**src/rtl/avalon_stream_bridge.sv**
```systemverilog
// rtl/avalon_stream_bridge.sv - Avalon-MM responder bridging HPS register accesses to h2f/f2h valid/ready streams
// Optional irq output and CTRL irq_en bit enabled by AVALON_STREAM_BRIDGE_IRQ_EN.

module avalon_stream_bridge_fifo #(
    parameter int DATA_W = 32,
    parameter int DEPTH  = 16
) (
    input  logic                      clk,
    input  logic                      reset,
    input  logic                      flush,
    input  logic                      push,
    input  logic [DATA_W-1:0]         din,
    input  logic                      pop,
    output logic [DATA_W-1:0]         dout,
    output logic [$clog2(DEPTH):0]    count,
    output logic                      full,
    output logic                      empty
);
    localparam int AW = $clog2(DEPTH);

    logic [DATA_W-1:0] mem [DEPTH];
    logic [AW-1:0]     wr_ptr;
    logic [AW-1:0]     rd_ptr;
    logic              do_pop;
    logic              do_push;

    assign full    = (count == (AW+1)'(DEPTH));
    assign empty   = (count == '0);
    assign dout    = mem[rd_ptr];
    assign do_pop  = pop & ~empty;
    // A push into a full FIFO is taken only when the head leaves in the same cycle.
    assign do_push = push & (~full | do_pop);

    always_ff @(posedge clk) begin
        if (reset || flush) begin
            wr_ptr <= '0;
            rd_ptr <= '0;
            count  <= '0;
        end else begin
            if (do_push) wr_ptr <= wr_ptr + 1'b1;
            if (do_pop)  rd_ptr <= rd_ptr + 1'b1;
            if (do_push && !do_pop)
                count <= count + 1'b1;
            else if (do_pop && !do_push)
                count <= count - 1'b1;
        end
    end

    always_ff @(posedge clk) begin
        if (do_push && !flush && !reset)
            mem[wr_ptr] <= din;
    end
endmodule

module avalon_stream_bridge #(
    parameter int DATA_W = 32,
    parameter int DEPTH  = 16
) (
    input  logic              clk,
    input  logic              reset,
    input  logic              chipselect,
    input  logic              read,
    input  logic              write,
    input  logic [1:0]        address,
    input  logic [DATA_W-1:0] writedata,
    output logic [DATA_W-1:0] readdata,
    output logic [DATA_W-1:0] h2f_data,
    output logic              h2f_valid,
    input  logic              h2f_ready,
    input  logic [DATA_W-1:0] f2h_data,
    input  logic              f2h_valid,
    output logic              f2h_ready
`ifdef AVALON_STREAM_BRIDGE_IRQ_EN
    ,
    output logic              irq
`endif
);
    localparam int AW = $clog2(DEPTH);

    localparam logic [1:0] ADDR_TX     = 2'd0;
    localparam logic [1:0] ADDR_RX     = 2'd1;
    localparam logic [1:0] ADDR_STATUS = 2'd2;
    localparam logic [1:0] ADDR_CTRL   = 2'd3;

    logic              wr_en;
    logic              rd_en;
    logic              tx_push;
    logic              rx_pop;
    logic              flush;
    logic              stat_wr;
    logic              ovf;
    logic              unf;
    logic              ovf_set;
    logic              unf_set;
    logic [AW:0]       h2f_count;
    logic [AW:0]       f2h_count;
    logic              h2f_full;
    logic              h2f_empty;
    logic              f2h_full;
    logic              f2h_empty;
    logic [DATA_W-1:0] f2h_head;
    logic [DATA_W-1:0] status;

    // A write wins over a simultaneous read; readdata then holds.
    assign wr_en   = chipselect & write;
    assign rd_en   = chipselect & read & ~write;
    assign tx_push = wr_en && (address == ADDR_TX);
    assign stat_wr = wr_en && (address == ADDR_STATUS);
    assign flush   = wr_en && (address == ADDR_CTRL) && writedata[0];
    assign rx_pop  = rd_en && (address == ADDR_RX);

    assign ovf_set = tx_push & h2f_full & ~(h2f_valid & h2f_ready);
    assign unf_set = rx_pop & f2h_empty;

    assign h2f_valid = ~h2f_empty;
    assign f2h_ready = ~f2h_full;

    avalon_stream_bridge_fifo #(.DATA_W(DATA_W), .DEPTH(DEPTH)) u_h2f_fifo (
        .clk   (clk),
        .reset (reset),
        .flush (flush),
        .push  (tx_push),
        .din   (writedata),
        .pop   (h2f_ready),
        .dout  (h2f_data),
        .count (h2f_count),
        .full  (h2f_full),
        .empty (h2f_empty)
    );

    avalon_stream_bridge_fifo #(.DATA_W(DATA_W), .DEPTH(DEPTH)) u_f2h_fifo (
        .clk   (clk),
        .reset (reset),
        .flush (flush),
        .push  (f2h_valid & f2h_ready),
        .din   (f2h_data),
        .pop   (rx_pop),
        .dout  (f2h_head),
        .count (f2h_count),
        .full  (f2h_full),
        .empty (f2h_empty)
    );

    always_comb begin
        status        = '0;
        status[0]     = h2f_full;
        status[1]     = h2f_empty;
        status[2]     = f2h_full;
        status[3]     = f2h_empty;
        status[4]     = ovf;
        status[5]     = unf;
        status[15:8]  = 8'(h2f_count);
        status[23:16] = 8'(f2h_count);
    end

    // Same-cycle set beats a write-1-to-clear.
    always_ff @(posedge clk) begin
        if (reset) begin
            ovf <= 1'b0;
            unf <= 1'b0;
        end else begin
            ovf <= (ovf & ~(stat_wr & writedata[4])) | ovf_set;
            unf <= (unf & ~(stat_wr & writedata[5])) | unf_set;
        end
    end

    always_ff @(posedge clk) begin
        if (reset) begin
            readdata <= '0;
        end else if (rd_en) begin
            case (address)
                ADDR_RX:     readdata <= f2h_empty ? '0 : f2h_head;
                ADDR_STATUS: readdata <= status;
                default:     readdata <= '0;
            endcase
        end
    end

`ifdef AVALON_STREAM_BRIDGE_IRQ_EN
    logic irq_en;

    always_ff @(posedge clk) begin
        if (reset) begin
            irq_en <= 1'b0;
            irq    <= 1'b0;
        end else begin
            if (wr_en && (address == ADDR_CTRL))
                irq_en <= writedata[1];
            irq <= irq_en & (~f2h_empty | ovf | unf);
        end
    end
`endif
endmodule

```
**config.mk**
```make
export PLATFORM = sky130hd
export DESIGN_NAME = avalon_stream_bridge
export DESIGN_NICKNAME = d
export VERILOG_FILES = /design/src/rtl/avalon_stream_bridge.sv
export SDC_FILE = /design/constraint.sdc
export NUM_CORES = 1
export LEC_CHECK = 0
export CORE_UTILIZATION = 57
export CTS_CLUSTER_DIAMETER = 30
export DETAILED_ROUTE_END_ITERATION = 6
export MAX_ROUTING_LAYER = met4
export PLACE_DENSITY = 0.74
export RECOVER_POWER = 100
export SLEW_MARGIN = 10
export SYNTH_ARGS = -nofsm -noshare
export SYNTH_HDL_FRONTEND = slang
export SYNTH_SLANG_ARGS = --single-unit
export TNS_END_PERCENT = 5
```
**constraint.sdc**
```tcl
create_clock -name clk -period 7.5 [get_ports clk]
set_input_delay 0.75 -clock clk [delete_from_list [all_inputs] [get_ports clk]]
set_output_delay 0.75 -clock clk [all_outputs]
set_load 0.01 [all_outputs]
```
## Word level (Yosys, flattened, before mapping)

Memories as Yosys holds them, arrays and structs flattened. A register that Yosys moved wholly into a read port is not among the register bits.
Cells that the tools add are included.

| word-level totals | value |
|---|---|
| bits in registers | 60 |
| memory bits (writable) | 1,024 |
| output and inout bits | 66 |
| logic and storage cells | 90 |
| memories kept | 2 |

Memories:

| memory | words | bits a word | rd ports | clocked after Yosys merged registers in | wr ports | RTL line | text |
|---|---|---|---|---|---|---|---|
| u_f2h_fifo.mem | 16 | 32 | 1 | 1 | 1 | 21 | `logic [DATA_W-1:0] mem [DEPTH];` |
| u_h2f_fifo.mem | 16 | 32 | 1 | 1 | 1 | 21 |  |

| operators by class | value |
|---|---|
| $add $sub $neg | 8 |
| eq/ne operators | 5 |
| multiplexer cells | 14 |
| bitwise gates (word level) | 27 |
| reduce and logical (&&, ||, !) cells | 25 |

Operators by type and width:

| cell | number |
|---|---|
| $pmux 32 s2 | 1 |
| $mux 32 | 1 |
| $mux 5 | 4 |
| $add 4x1->4 const B | 4 |
| $mux 4 | 4 |
| $and 1x1->1 | 15 |
| $logic_and 1x1->1 | 13 |
| $add 5x1->5 const B | 2 |
| $eq 5x5->1 const B | 2 |
| $logic_not 5->1 | 2 |
| $sub 5x1->5 const B | 2 |
| $not 1->1 | 8 |
| $logic_not 1->1 | 6 |
| $eq 2x2->1 const B | 2 |
| $mux 1 | 4 |
| $or 1x1->1 | 4 |
| $reduce_bool 2->1 | 2 |
| $eq 2x1->1 const B | 1 |
| $logic_not 2->1 | 1 |
| $logic_or 1x1->1 | 1 |

## Depth between registers and ports, before layout

| depth | value |
|---|---|
| word-level depth | 10 |
| depth in mapped cells | 11 |

## Cells and area by module

Synthesis repeated with hierarchy kept, for this count alone.

| unflattened totals | value |
|---|---|
| cell total of the unflattened synthesis | 1,910 |
| area, all modules | 41,424.7 um2 |

By module, submodules not included:

| module | times used | cells an instance | area each (um2) |
|---|---|---|---|
| avalon_stream_bridge_fifo | 2 | 896 | 20,023.0 |
| avalon_stream_bridge | 1 | 118 | 1,378.8 |

## Worst setup path after synthesis

Ideal clock, no wire load.

| timing | value |
|---|---|
| path kind | in2reg |
| start point | in address[0] |
| end point | mem u_h2f_fifo.mem[0][0] (enable) |
| setup time | 0.461 ns |
| data arrival time | 4.004 ns |
| slack | 3.035 ns |
| stages | 5 |
| cells stage by stage | ha_1 -> a41oi_1 -> clkbuf_1 -> nand3_1 -> nor3_1 |

| between the ends | value |
|---|---|
| word-level cells in the longest chain between the ends | 8 |
| elaborated cells on any way between the ends | 11 |

Ends and longest elaborated chain:

| what | RTL line | text |
|---|---|---|
| start, declared | 64 | `input logic [1:0] address,` |
| $eq 2x2->1 | 109 | `assign flush = wr_en && (address == ADDR_CTRL) && writedata[0];` |
| $logic_and 1x1->1 (2 in series) | 109 |  |
| $logic_not 1->1 | 50 | `if (do_push && !flush && !reset)` |
| $logic_and 1x1->1 (*) (2 in series) | 50 |  |
| $mux 1 (*) | 50 |  |
| $mux 1 (implied by the code) (*) | 51 | `mem[wr_ptr] <= din;` |
| end, declared | 21 |  |

Mark *: on every way between the ends. The rest lies on a longest branch, timed or not.

## Final worst setup path

| timing | value |
|---|---|
| start point | in address[0] |
| end point | reg readdata[9] |

| between the ends | value |
|---|---|
| word-level cells in the longest chain between the ends | 2 |
| elaborated cells on any way between the ends | 3 |

Ends and longest elaborated chain:

| what | RTL line | text |
|---|---|---|
| $eq 2x2->1 or $eq 2x1->1 (tied branches) | 171 | `case (address)` |
| $pmux 32 s2 (*) | 171 |  |
| end signal, assigned | 172 | `ADDR_RX: readdata <= f2h_empty ? '0 : f2h_head;` |
| end signal, assigned | 173 | `ADDR_STATUS: readdata <= status;` |
| end, declared | 66 | `output logic [DATA_W-1:0] readdata,` |

Marked as above.
A chain may end at the register's enable or synchronous reset.

==> flow_metrics.py <==
metrics = {
    "outcome": {
        "status": "finished with violations",
        "violations": "max-capacitance violations, max-slew violations",
    },
    "route": {
        "number_of_antenna_violating_nets_in_the_routed_design": 0,
        "postRouteWirelength_mm": 92.2,
        "route.vias.total": 20031,
        "drcViolationCount": 0,
        "drt-initial-drc-count": 1915,
        "viasPerCell": 6.30,
        "detail_route.first_pass.iterations": 6,
        "drt-wirelength-per-cell_um": 29.0,
    },
    "min_path": {
        "worst_hold_path_type": "reg2reg",
    },
    "cells_and_area": {
        "finalNetCount": 2184,
        "final_util_pct": 69.3,
        "post_route_cells_drive_above_1_share_pct": 28.6,
        "areaGrowthSynthToFinish_pct": 19.4,
    },
    "global_route": {
        "grt_pass1_wl_mm": 137,
        "number_of_global_route_vias_before_repair": 21195,
        "antenna_found_initial": 5,
        "grt_util_all_layers_pct": 26.2,
        "overflow": 0,
        "grt_start_max_net_pins": 129,
    },
    "synthesis": {
        "post_synth_mux_area_share_pct": 17.4,
        "netlist_instances": 1843,
        "yosys.area_share.adder_pct": 0.753,
        "synth_xor_area_share_pct": 0.335,
        "synth_top_family_by_area": "multiplexers",
        "netlist_area_um2": 41800,
        "netlist_top_cells_area": "edfxtp_1, mux4_2, dfxtp_1",
        "asyncSetResetFlopFracSynth_pct": 0,
        "area_fraction_in_compound_gates_after_synthesis_pct": 1.89,
        "synth_enable_flop_cells": 1024,
        "post_synth_num_cell_types": 56,
        "postSynthAreaPerCell_um2": 22.7,
        "mappedNetlistNets": 1940,
        "post_synth_and_or_nand_nor_area_fraction_pct": 1.61,
        "synthesis.yosys.warnings": 0,
        "synth.largest_area_cell": "edfxtp_1",
        "ys.flop_type": "edfxtp_1",
        "yosys_register_bits": 1092,
        "synthDominantCellAreaShare_pct": 73.5,
        "ys_seq_area_share_pct": 76.7,
    },
    "clock_tree": {
        "total_of_hold_buffers_inserted_after_clock_tree_synthesis": 0,
        "worst_setup_hold_path_clk_slew_ns": 0.05,
        "clock_sink_count": 1092,
        "clk_latency_ns": 0.75,
        "clockRootBuffer": "clkbuf_16",
        "numCtsBuffers": 165,
        "cts_tree": "yes",
        "h-tree-depth": 4,
        "clock_path_buffers": 3,
        "cts.repair.resized": 0,
        "postCtsSetupBuffers": 0,
    },
    "sta": {
        "period_share_pct": 78.1,
        "layout_setup_ws_ns": 1.64,
        "maxSlewViolCount": 1081,
        "final_period_minus_worst_setup_slack_ns": 5.86,
        "final-setup-viol-count": 0,
        "final_hold_viol_count": 0,
        "setup_total_negative_slack_ns": 0,
        "worst_slew_margin_rel_pct": -192,
        "worst_margin_pin_slew_ns": 4.27,
        "rsz_0062_raised_after_global_routing": "false",
        "timing.clock.skew_ns": 0.0309,
        "fmaxAchievable_mhz": 171,
    },
    "placed_design": {
        "portBuffers": 138,
        "pre_cts_slack_ns": 3.17,
        "hpwl_mm": 46.7,
        "globalplace.congestion": 0.876,
    },
    "worst_setup_path": {
        "startpoint_class_of_the_critical_path": "input pin",
        "critical_path_arrival_ns": 6.49,
        "cp_max_fo": 17,
        "cp-end-kind": "flip-flop",
        "path_class": "in2reg",
        "worstPathRequired_ns": 8.13,
    },
    "pwr": {
        "p_per_area_nw_per_um2": 326,
        "power.ir.vdd_worst_uv": 302,
        "power.leakage_nw": 15.7,
    },
    "die": {
        "die_height_um": 273,
        "placementRows": 98,
        "boundaryPins": 139,
        "chipWidth_um": 273,
        "starting_density_of_the_core_pct": 58.0,
        "die_area_um2": 74500,
        "floorplan_core_area_um2": 72100,
    },
    "run": {
        "drv.max_cap_violation_count": 36,
    },
}
## report_power, final
group | total [mW] | switching (mW) | internal [mW] | leakage (nW)
clock | 7.81 | 2.90 | 4.91 | 2.77
sequential | 6.85 | 0.101 | 6.75 | 9.77
combinational | 1.65 | 0.765 | 0.884 | 3.11
total | 16.3 | 3.76 | 12.6 | 15.7
## layout by cell type (no fill, tap or decap), types with 5 or more instances in the layout
cell type | synthesis | final
bufinv_16 | 0 | 19
clkinv_2 | 0 | 15
xnor2_1 | 6 | 6
dfxtp_4 | 0 | 5
dfxtp_1 | 68 | 61
a22oi_1 | 30 | 30
inv_1 | 16 | 16
clkbuf_16 | 0 | 169
nor2_1 | 50 | 42
diode_2 | 0 | 5
xor2_1 | 10 | 10
ha_1 | 22 | 22
nor2_4 | 0 | 8
clkinv_16 | 0 | 7
mux2i_1 | 30 | 30
inv_6 | 0 | 12
clkinv_1 | 0 | 14
clkdlybuf4s50_1 | 0 | 8
clkinv_4 | 0 | 18
nand3_1 | 11 | 11
nor3_1 | 6 | 6
mux2_2 | 47 | 47
dlygate4sd3_1 | 0 | 130
mux4_2 | 286 | 286
and2_0 | 0 | 12
clkinvlp_4 | 0 | 19
nand2_1 | 37 | 37
o31ai_1 | 18 | 18
a21oi_1 | 6 | 7
clkbuf_8 | 0 | 5
buf_4 | 8 | 7
edfxtp_1 | 1024 | 1024
o211ai_1 | 19 | 20
clkbuf_1 | 45 | 43
## worst paths after layout
| check | cells after the start | slack, ns | endpoint | start |
|---|---|---|---|---|
| worst max-delay path | 7 | 1.64 | readdata[9] | address[0] |
| worst min-delay path | 2 | 0.52 | readdata[31] | readdata[31] |
| worst max register to register | 4 | 2.37 | readdata[9] | flip-flop |
| worst min register to register | 2 | 0.52 | readdata[31] | readdata[31] |
## registers in the layout, summed over array words and instances, names as in the netlist, named ones only
register	count
u_f2h_fifo.mem	512
u_f2h_fifo.wr_ptr	4
u_f2h_fifo.rd_ptr	4
u_h2f_fifo.count	5
u_f2h_fifo.count	5
u_h2f_fifo.mem	512
ovf	1
u_h2f_fifo.wr_ptr	4
readdata	32
unf	1
u_h2f_fifo.rd_ptr	4
## layout make-up
cell class                 instances  area, um^2
antenna                            5        12.5
clock buffer                     192        4370
clock inverter                   115        1460
fill                            4262       22100
inverter                          16        60.1
multi-input combinational        640        9210
sequential                      1092       32100
tap                              950        1190
timing repair buffer             172        1560
## kinds of logic (layout without fill, tap and decap cells)
kind of cell / Yosys count / count (layout)
DFF: 1092 / 1092
xor gates and xnor gates: 16 / 16
AOI/OAI and AO/OA: 98 / 98
adders and majority gates: 24 / 24
muxes: 363 / 363
and+or+nand+nor: 139 / 139
buffers and inverters: 111 / 495
other: 0 / 5
## per-layer routing
metal / global-route usage (%) / up-vias / wire [um]
li1: - / 8315 / -
met1: 33.2 / 10582 / 34700
met2: 43.2 / 953 / 48100
met3: 5.04 / 181 / 6910
met4: 8.25 / 0 / 2430
met5: - / - / 0
## worst max-delay path: stages
cell and delay, ns:
dlygate4sd3_1 0.63, inv_1 0.10, ha_1 0.32, or3b_1 0.71, a2111oi_0 3.41, nand2_1 0.28
o211ai_1 0.27
## synthesized netlist by cell type, drive strengths merged (2+ instances only)
library cell,n
nand4,2
fa,2
mux4,286
or4,2
nand2,37
xnor2,6
a211oi,2
clkbuf,48
dfxtp,68
nor3,6
and2,13
a22oi,32
a21o,4
o211ai,20
o21a,4
nand2b,3
ha,22
and3,2
buf,47
xor2,10
nor4,2
nor2b,3
nand3b,2
a21oi,7
mux2,47
o31ai,18
a2111oi,2
edfxtp,1024
a32oi,3
nor2,50
mux2i,30
nand3,11
inv,16
## through the flow
step                      cells  cell area (um^2)  hold WS [ns]  total power [mW]
after floorplan            1843             41800         0.455              8.11
after global placement     2869             44400         0.471              8.59
after detailed placement   2869             44400         0.497              8.63
after CTS                  3176             50200         0.514              16.4
after global routing       3177             50000         0.544              16.8
final                      3182             50000         0.518              16.3
No activity file was read; power rests on OpenSTA's default activity.
